[config.mk]
export PLATFORM = sky130hd
export DESIGN_NAME = idex_stage_buffer
export DESIGN_NICKNAME = d
export VERILOG_FILES = /design/src/rtl/idex_pkg.sv /design/src/rtl/idex_entry_reg.sv /design/src/rtl/idex_stage_buffer.sv
export SDC_FILE = /design/constraint.sdc
export NUM_CORES = 1
export LEC_CHECK = 0
export ABC_AREA = 1
export CORE_MARGIN = 1.5
export CORE_UTILIZATION = 46
export DETAILED_ROUTE_END_ITERATION = 7
export GPL_ROUTABILITY_DRIVEN = 1
export PLACE_DENSITY = 0.75
export SYNTH_ARGS = -nofsm -noshare
export SYNTH_HDL_FRONTEND = slang
export SYNTH_SLANG_ARGS = --single-unit
[constraint.sdc]
create_clock -name C -period 4.4 [get_ports C]
set_input_delay 0.66 -clock C [delete_from_list [all_inputs] [get_ports C]]
set_output_delay 0.66 -clock C [all_outputs]
set_load 0.05 [all_outputs]
[src/rtl/idex_pkg.sv]
`default_nettype none
// ============================================================================
//  Module   : idex_pkg
//  Brief    : Shared state encodings, NOP constant and entry-width helper
//             for the ID->EX stage buffer.
//  Revision : 1.0 - initial release
// ============================================================================
package idex_pkg;

   // Occupancy state of the two-slot buffer
   localparam logic [1:0] ST_EMPTY = 2'd0;
   localparam logic [1:0] ST_ONE   = 2'd1;
   localparam logic [1:0] ST_FULL  = 2'd2;

   // A NOP control word is all zeros; replicate this bit to the control width
   localparam logic c_NOP_BIT = 1'b0;

   // Width of one stored entry: all operand words followed by the control word
   function automatic int entry_w(input int nops, input int dw, input int cw);
      return nops * dw + cw;
   endfunction

endpackage
`default_nettype wire

[src/rtl/idex_entry_reg.sv]
`default_nettype none
// ============================================================================
//  Module   : idex_entry_reg
//  Brief    : One load-enabled {data,ctrl} slot with asynchronous clear.
//  Revision : 1.0 - initial release
// ============================================================================
module idex_entry_reg #(
   parameter int W = 64
) (
   input  logic         clk,
   input  logic         rst,
   input  logic         i_ld,
   input  logic [W-1:0] i_d,
   output logic [W-1:0] o_q
);

   logic [W-1:0] r_q;

   // Capture a new entry when loaded, otherwise hold; reset clears the slot
   always_ff @(posedge clk or posedge rst) begin
      if (rst)
         r_q <= '0;
      else if (i_ld)
         r_q <= i_d;
   end

   assign o_q = r_q;

endmodule
`default_nettype wire

[src/rtl/idex_stage_buffer.sv]
`default_nettype none
// ============================================================================
//  Module   : idex_stage_buffer
//  Brief    : ID->EX pipeline register with valid/ready handshake, two-entry
//             skid storage, synchronous flush and NOP masking of out_ctrl.
//             Optional statistics counters when IDEX_STATS_EN is defined.
//  Revision : 1.0 - initial release
// ============================================================================
module idex_stage_buffer
   import idex_pkg::*;
#(
   parameter int DW   = 16,
   parameter int NOPS = 3,
   parameter int CW   = 16
`ifdef IDEX_STATS_EN
   ,
   parameter int CNTW = 16
`endif
) (
   input  logic               C,
   input  logic               R,
   input  logic               flush,
   input  logic               in_valid,
   output logic               in_ready,
   input  logic [NOPS*DW-1:0] in_data,
   input  logic [CW-1:0]      in_ctrl,
   output logic               out_valid,
   input  logic               out_ready,
   output logic [NOPS*DW-1:0] out_data,
`ifdef IDEX_STATS_EN
   output logic [CW-1:0]      out_ctrl,
   output logic [CNTW-1:0]    stall_cnt,
   output logic [CNTW-1:0]    bubble_cnt
`else
   output logic [CW-1:0]      out_ctrl
`endif
);

   localparam int EW = entry_w(NOPS, DW, CW);

   logic [1:0]    r_state;
   logic [1:0]    w_state_nxt;
   logic          w_in_fire;
   logic          w_out_fire;
   logic          w_ld_main;
   logic          w_ld_skid;
   logic          w_main_from_skid;
   logic [EW-1:0] w_in_entry;
   logic [EW-1:0] w_main_d;
   logic [EW-1:0] w_main_q;
   logic [EW-1:0] w_skid_q;

   // Handshake flags depend only on the state register
   assign in_ready   = (r_state != ST_FULL);
   assign out_valid  = (r_state != ST_EMPTY);
   assign w_in_fire  = in_valid & in_ready;
   assign w_out_fire = out_valid & out_ready;
   assign w_in_entry = {in_data, in_ctrl};
   assign w_main_d   = w_main_from_skid ? w_skid_q : w_in_entry;

   // Next-state and slot-load decisions; flush drops everything and loads nothing
   always_comb begin
      w_state_nxt      = r_state;
      w_ld_main        = 1'b0;
      w_ld_skid        = 1'b0;
      w_main_from_skid = 1'b0;
      if (flush) begin
         w_state_nxt = ST_EMPTY;
      end else begin
         case (r_state)
            ST_EMPTY: begin
               if (w_in_fire) begin
                  w_state_nxt = ST_ONE;
                  w_ld_main   = 1'b1;
               end
            end
            ST_ONE: begin
               if (w_in_fire && w_out_fire) begin
                  w_ld_main = 1'b1;
               end else if (w_in_fire) begin
                  w_state_nxt = ST_FULL;
                  w_ld_skid   = 1'b1;
               end else if (w_out_fire) begin
                  w_state_nxt = ST_EMPTY;
               end
            end
            ST_FULL: begin
               if (w_out_fire) begin
                  w_state_nxt      = ST_ONE;
                  w_ld_main        = 1'b1;
                  w_main_from_skid = 1'b1;
               end
            end
            default: w_state_nxt = ST_EMPTY;
         endcase
      end
   end

   // Occupancy state register
   always_ff @(posedge C or posedge R) begin
      if (R)
         r_state <= ST_EMPTY;
      else
         r_state <= w_state_nxt;
   end

   idex_entry_reg #(.W(EW)) u_main (
      .clk  (C),
      .rst  (R),
      .i_ld (w_ld_main),
      .i_d  (w_main_d),
      .o_q  (w_main_q)
   );

   idex_entry_reg #(.W(EW)) u_skid (
      .clk  (C),
      .rst  (R),
      .i_ld (w_ld_skid),
      .i_d  (w_in_entry),
      .o_q  (w_skid_q)
   );

   // Operands hold their last value; control collapses to NOP when nothing is valid
   assign out_data = w_main_q[EW-1:CW];
   assign out_ctrl = out_valid ? w_main_q[CW-1:0] : {CW{c_NOP_BIT}};

`ifdef IDEX_STATS_EN
   logic [CNTW-1:0] r_stall_cnt;
   logic [CNTW-1:0] r_bubble_cnt;

   // Saturating stall/bubble counters; only reset clears them, flush does not
   always_ff @(posedge C or posedge R) begin
      if (R) begin
         r_stall_cnt  <= '0;
         r_bubble_cnt <= '0;
      end else begin
         if (out_valid && !out_ready && (r_stall_cnt != {CNTW{1'b1}}))
            r_stall_cnt <= r_stall_cnt + 1'b1;
         if (!out_valid && (r_bubble_cnt != {CNTW{1'b1}}))
            r_bubble_cnt <= r_bubble_cnt + 1'b1;
      end
   end

   assign stall_cnt  = r_stall_cnt;
   assign bubble_cnt = r_bubble_cnt;
`endif

endmodule
`default_nettype wire

== Word level (Yosys, flattened, before mapping) ==
Cells that the tools add are included.
Widths: inputs -> output; s select.

* Input bits: 69
* Logic and storage cells: 35
* Output and inout port bits: 66
* Flip-flop bits (word level): 130

* Bitwise gates (word level): 2
* Equality and inequality tests: 7
* Mux-type cells: 19
* Reductions and logical operators: 4

{| class="wikitable"
|+ Operator list
! kind !! count
|-
| $mux 64 || 1
|-
| $mux 16 || 1
|-
| $mux 2 || 6
|-
| $mux 1 || 9
|-
| $ne 3x3->1 const B || 3
|-
| $pmux 2 s3 || 1
|-
| $ne 4x4->1 const B || 1
|-
| $reduce_and 4->1 || 1
|-
| $pmux 1 s3 || 1
|-
| $and 1x1->1 || 2
|-
| $eq 2x1->1 const B || 1
|-
| $eq 2x2->1 const B || 1
|-
| $logic_not 2->1 || 1
|-
| $ne 2x2->1 const B || 1
|-
| $reduce_bool 2->1 || 1
|-
| $logic_and 1x1->1 || 1
|}

== Longest topological paths before layout ==
Gate-level depths: netlist (run 1).

* Depth in word-level cells: 7
* Mapped depth: 9
* Mapped depth without buffers: 8

== Cells and area by module ==
Synthesis (run 1) repeated with hierarchy kept, for this count alone.

* Cells, all modules: 812
* Area, all modules: 6409.9 sq um

{| class="wikitable"
|+ Modules (own cells, without submodules)
! module !! times used !! cells an instance !! seq. area each (sq um) !! area each (sq um)
|-
| idex_entry_reg || 2 || 271 || 1601.5 || 2449.8
|-
| idex_stage_buffer || 1 || 270 || 50.0 || 1510.2
|}

== Least setup slack after synthesis (run 1) ==
No wires, ideal clock.

* Kind: reg2out
* Start: register r_state[0]
* End: output port out_ctrl[10]
* Path slack: 1.796 ns
* Stages on the path, launching flop included: 6
* Data arrival time: 1.944 ns
* Required time: 3.740 ns
* Buffers on the path: 1
* Cell sequence: dfrtp_1 > inv_1 > nand2_1 > inv_1 > clkbuf_1 > nor2_1

* Longest elaborated chain between the ends: 2

{| class="wikitable"
|+ RTL lines
! element !! RTL line !! text
|-
| start, declared || idex_stage_buffer.sv:41 || <nowiki>logic [1:0] r_state;</nowiki>
|-
| start signal, assigned || idex_stage_buffer.sv:104 || <nowiki>r_state <= w_state_nxt;</nowiki>
|-
| $reduce_bool 2->1 || idex_stage_buffer.sv:55 || <nowiki>assign out_valid = (r_state != ST_EMPTY);</nowiki>
|-
| via out_valid || idex_stage_buffer.sv:27 || <nowiki>output logic out_valid,</nowiki>
|-
| $mux 16 || idex_stage_buffer.sv:125 || <nowiki>assign out_ctrl = out_valid ? w_main_q[CW-1:0] : {CW{c_NOP_BIT}};</nowiki>
|-
| end, declared || idex_stage_buffer.sv:35 || <nowiki>output logic [CW-1:0] out_ctrl</nowiki>
|}

The timed path passes the listed nets, and every way through them passes these cells.

== Final worst setup path (run 1) ==
* Start: register r_state[0]
* End: output port out_ctrl[11]

* Longest elaborated chain between the ends: 2

{| class="wikitable"
|+ RTL lines
! element !! RTL line
|-
| $reduce_bool 2->1 || idex_stage_buffer.sv:55
|-
| $mux 16 || idex_stage_buffer.sv:125
|}

Every way passes these cells.

==> flow_summary.yaml, run 1 <==
outcome:
  status: "completed"
finish:
  finish.net_count: 952
  multi_input_area_um2: 2190
  synthToLayoutAreaGrowth_pct: 26.0
  drive_gt1_share_pct: 4.80
  diodes: 0
  fin_area_um2: 8000
  fillers: 1222
  final-seq-area_um2: 3250
  fin_cells: 1072
synth:
  netlist_area_um2: 6350
  synth_flop_cell: "dfrtp_1"
  synthesis.instances: 820
  synth.area.top_cells: "dfrtp_1 51%, nand2_1 15%, nand3_1 6.7%"
  synth_seq_cells: 130
  yosysWarnings: 0
  synth.most_common_cell: "nand2_1"
  synth_edf_count: 0
  synthTopCellsByCount: "259 x nand2_1, 130 x dfrtp_1, 87 x inv_1"
  synth_area_leader_cell: "dfrtp_1"
  synthArstFlopShare_pct: 100
  yosysTopAreaCellShare_pct: 51.2
  synth_fp_nets: 889
  ys_types: 17
  ys_seq_area_share_pct: 51.2
  syn_area_per_cell_um2: 7.75
critical_path:
  crit_chain: "inv_1, nand2_1, inv_1, nor2_1, clkdlybuf4s50_1"
  cp-end-kind: "output pin"
  timing.critical_path.slowest_stage_cell: "clkdlybuf4s50_1"
  arrival_ps: 2500
  cp.required_ps: 3740
  cp_common_cell: "inv_1"
  cp.buffers_inverters: 3
  crit_family: "buffers and inverters"
  crit_fanout: 16
  start_kind: "flop"
  worstSetupPathType: "flop to output pin"
  critPathMaxStageDelay_ps: 840
grt:
  use_met2_pct: 31.6
  grt_pass1_wl_um: 23400
  grt_overflow: 0
  grtUsageTotal_pct: 20.3
  grt.met1_usage_pct: 28.2
  antenna_found_initial: 1
  grt_use_met3_pct: 5.52
  busiest_layer: "met2"
  first_global_vias: 4883
  grt_max_degree: 104
timing:
  finalClockSkew_ps: 8.31
  fmax_mhz: 317
  post-route-min-period_ps: 3160
  final_hold_viol_count: 0
  setup_violations: 0
  tightest_slew_ps: 921
  worst_slack_ps: 1240
  tns_ps: 0
  relSlewSlack_pct: 38.6
  min_period_over_period_pct: 71.7
  slew_violations: 0
  rsz0062_at_grt: "no"
clock_tree:
  cts_setup_buffers: 0
  clock_sinks: 130
  cts.htree.levels: 4
  cts_tree: "built"
  clk_pin_slew_worst_paths_ps: 50
  hold_buffers: 0
  cts_root_buffer: "clkbuf_16"
  cts_made_buffers: 17
  clk_path_buf_depth: 2
  cts_resized: 0
  insertion_delay_ps: 410
drt:
  via_per_inst: 4.77
  ant_nets: 0
  routed_wl_um: 13700
  wire_per_inst_um: 12.8
  dr.pass1.iters: 5
  drt_iter0_markers: 376
  drc: 0
  vias: 5112
power_and_ir_drop:
  p_int_w: 0.00278
  powerDensity_nw_per_um2: 514
  combPwrFrac_pct: 26.8
  power_w: 0.00411
  peakVddDrop_mv: 0.263
  clockPowerShare_pct: 33.5
  switchingPower_w: 0.00133
  swShare_pct: 32.3
  power_leakage_nw: 4.14
  sequentialPowerShare_pct: 39.7
die:
  rows: 42
  coreArea_um2: 13300
  ios: 135
  dieArea_um2: 14500
  start_util_pct: 47.6
  die_w_um: 121
  die_h_um: 121
placed_design:
  place_inst: 1040
  pre_cts_ws_ps: 938
  dp_hpwl_um: 8560
  place_area_um2: 7410
  gp_congestion: 0.771
  portBuffers: 134
min_path:
  hp-class: "flop to flop"
run:
  max-cap-violations: 0
-- tightest hold or removal path: stages (launching register included) --
cell and delay, ps:
dfrtp_1 340, nand2_1 50, o21ai_0 60
-- kinds of logic after synthesis --
group	count (synthesis)	synth area share, %
AND/OR/NAND/NOR	394	25.3
buffers and inverters	186	14.7
flip-flops	130	51.2
AO/OA/AOI/OAI	110	8.78
-- final cells by class --
class / count / share of cell area [%]
clock buffers: 29 / 6.88
clock inverters: 3 / 0.500
inverters: 88 / 4.19
multi-input cells: 504 / 27.3
flip-flops and latches: 130 / 40.7
well taps: 176 / 2.75
repair buffers: 142 / 17.7
-- path summary, 6_finish.rpt --
check | from | endpoint | slack [ps] | cells after the start
max | r_state[0]$_DFFE_PP0P_ | out_ctrl[11] | 1240 | 5
min | u_skid.o_q[24]$_DFFE_PP0P_ | u_skid.o_q[24]$_DFFE_PP0P_ | 480 | 2
max reg2reg | r_state[0]$_DFFE_PP0P_ | u_main.o_q[11]$_DFFE_PP0P_ | 1760 | 6
min reg2reg | u_skid.o_q[24]$_DFFE_PP0P_ | u_skid.o_q[24]$_DFFE_PP0P_ | 480 | 2
max in group asynchronous | R | u_main.o_q[35]$_DFFE_PP0P_ | 2800 | 3
min in group asynchronous | R | u_main.o_q[37]$_DFFE_PP0P_ | 760 | 2
-- placed cells by master (no fill, tap or decap), drive strengths merged --
cell | Yosys | final
nand2 | 260 | 260
clkdlybuf4s50 | 0 | 134
dfrtp | 130 | 130
inv | 88 | 88
nand3 | 85 | 85
o21ai | 81 | 81
nor2 | 48 | 48
clkbuf | 13 | 29
a21oi | 28 | 28
buf | 85 | 8
clkinv | 0 | 2
nand4 | 1 | 1
o211ai | 1 | 1
bufinv | 0 | 1
-- registers in the layout, indices dropped and copies added (netlist names) --
signal,cells
r_state,2
u_main.o_q,64
u_skid.o_q,64
-- per-stage QoR --
stage | utilization (%) | hold WS, ps
detailed placement | 55.5 | 474
finish | 59.9 | 482
global placement | 55.5 | 466
CTS | 59.9 | 487
global route | 59.9 | 498
floorplan | - | 454
-- power groups by stage --
stage / logic (W) / clock network (W) / registers (W)
detailed placement: 0.00111 / 0 / 0.00165
floorplan: 0.000884 / 0 / 0.00161
CTS: 0.00111 / 0.00140 / 0.00163
global route: 0.00121 / 0.00146 / 0.00166
global placement: 0.00109 / 0 / 0.00163
finish: 0.00110 / 0.00138 / 0.00163
-- per-layer routing --
metal	vias up	part of all wire, %
met4	2	0.30
met5	-	0.095
met3	4	4.6
met1	2348	49
met2	128	46
li1	2630	-
Note: power is estimated with default switching activity, not from simulation.
==> inputs of run 2 (changes only) <==
Clock period 4.4 ns to 2.7 ns, I/O delays scaled along.
==> run 2 against run 1 <==
Effect of this change:
- combinational power grew 64%
- register-to-register slack lost 1100 ps
- die area is the same
- critical path type unchanged
- clock skew shrank 2.2 ps
- largest power group unchanged
- critical endpoint is now out_valid
- largest cell class unchanged
- clock power grew 89%
- design area grew 1.8%
- worst setup slack lost 940 ps
- power grew 72%
- via count grew 0.27%
- critical path depth shrank 2
- non-clock buffer count grew 6
- flip-flop and latch count is the same
==> flow_summary.yaml, run 2 (same netlist as run 1, synthesis figures left out) <==
die:
  dieArea_um2: 14500
  coreArea_um2: 13300
  die_h_um: 121
  die_w_um: 121
  start_util_pct: 47.6
  ios: 135
  rows: 42
critical_path:
  cp.required_ps: 2300
  timing.critical_path.slowest_stage_cell: "clkdlybuf4s50_1"
  arrival_ps: 1990
  critPathLaunch: "r_state[0]$_DFFE_PP0P_"
  crit_chain: "inv_1, nand2_1, clkdlybuf4s50_1"
  cp-end-kind: "output pin"
  start_kind: "flop"
  cp.buffers_inverters: 2
  rr_startpoint: "r_state[0]$_DFFE_PP0P_"
  crit_fanout: 6
  r2r_cells: 6
  crit_family: "buffers and inverters"
  critPathMaxStageDelay_ps: 860
  worstSetupPathType: "flop to output pin"
  crit_cells: 3
drt:
  drt_iter0_markers: 374
  via_per_inst: 4.76
  dr.pass1.iters: 4
  drc: 0
  ant_nets: 0
  vias: 5126
  wire_per_inst_um: 13.1
  routed_wl_um: 14100
clock_tree:
  cts_made_buffers: 17
  cts_root_buffer: "clkbuf_16"
  insertion_delay_ps: 420
  cts_resized: 0
  cts_tree: "built"
  hold_buffers: 0
  clk_pin_slew_worst_paths_ps: 50
  cts_setup_buffers: 0
  clock_sinks: 130
  clk_path_buf_depth: 2
  cts.htree.levels: 4
grt:
  busiest_layer: "met2"
  grt_max_degree: 68
  grt_overflow: 0
  antenna_found_initial: 0
  first_global_vias: 4752
  use_met2_pct: 32.1
  grtUsageTotal_pct: 21.0
  grt_use_met3_pct: 5.66
  grt_pass1_wl_um: 23800
  grt.met1_usage_pct: 29.2
finish:
  diodes: 0
  finish.net_count: 958
  most-common-layout-cells: "258 x nand2_1, 130 x dfrtp_1, 118 x clkdlybuf4s50_1"
  fillers: 1191
  synthToLayoutAreaGrowth_pct: 28.2
  final_common_cell: "nand2_1"
  drive_gt1_share_pct: 7.65
  final_core_util_pct: 61.0
timing:
  min_period_over_period_pct: 88.8
  fmax_mhz: 417
  slew_violations: 0
  setup_violations: 0
  relSlewSlack_pct: 54.3
  whs_ps: 394
  final_hold_viol_count: 0
  tns_ps: 0
  post-route-min-period_ps: 2400
  rsz0062_at_grt: "no"
  finalClockSkew_ps: 6.08
  tightest_slew_ps: 683
min_path:
  hp-class: "primary input to asynchronous set/reset pin"
placed_design:
  dp_hpwl_um: 9000
  gp_congestion: 0.746
  portBuffers: 134
power_and_ir_drop:
  powerDensity_nw_per_um2: 867
  power_leakage_nw: 4.26
  peakVddDrop_mv: 0.396
  power_w: 0.00706
run:
  max-cap-violations: 0
outcome:
  status: "completed"
run 2: cell count changes in the layout (fill, tap and decap cells not counted), sizes merged:
cell	previous run	this run
buf	8	30
clkdlybuf4s50	134	118
clkbuf	29	23
bufinv	1	5
clkinvlp	0	2
clkinv	2	3
inv	88	87
run 2: path summary, 6_finish.rpt:
path / end / slack [ps]
max: out_valid / 300
min reg2reg: u_skid.o_q[33]$_DFFE_PP0P_ / 480
min: u_skid.o_q[36]$_DFFE_PP0P_ / 390
min in group C: u_skid.o_q[33]$_DFFE_PP0P_ / 480
max reg2reg: u_main.o_q[8]$_DFFE_PP0P_ / 670
max in group asynchronous: u_main.o_q[55]$_DFFE_PP0P_ / 1720
run 2: power breakdown:
group,internal (W),switching (W)
sequential,0.00244,0.000218
combinational,0.000632,0.00117
clock,0.00178,0.000824
total,0.00485,0.00221
run 2: layout make-up:
type / instances / area, µm² / share of cell area, %
flip-flops and latches: 130 / 3250 / 39.9
multi-input cells: 504 / 2190 / 26.9
repair buffers: 148 / 1470 / 18.0
clock buffers: 23 / 508 / 6.24
inverters: 88 / 334 / 4.10
well taps: 176 / 220 / 2.70
clock inverters: 9 / 173 / 2.12
run 2: routing by layer:
metal / share of wire, % / vias to the layer above
met5: 0 / -
met1: 46 / 2341
met4: 1.3 / 0
met3: 5.5 / 16
li1: - / 2639
met2: 48 / 130
run 2: through the flow:
step | cell area [µm²] | std cells | worst slack (ps)
global route | 8150 | 1078 | 233
floorplan | 6360 | 820 | 351
detailed placement | 7460 | 1046 | 408
CTS | 8150 | 1078 | 290
global placement | 7460 | 1046 | 444
finish | 8150 | 1078 | 301
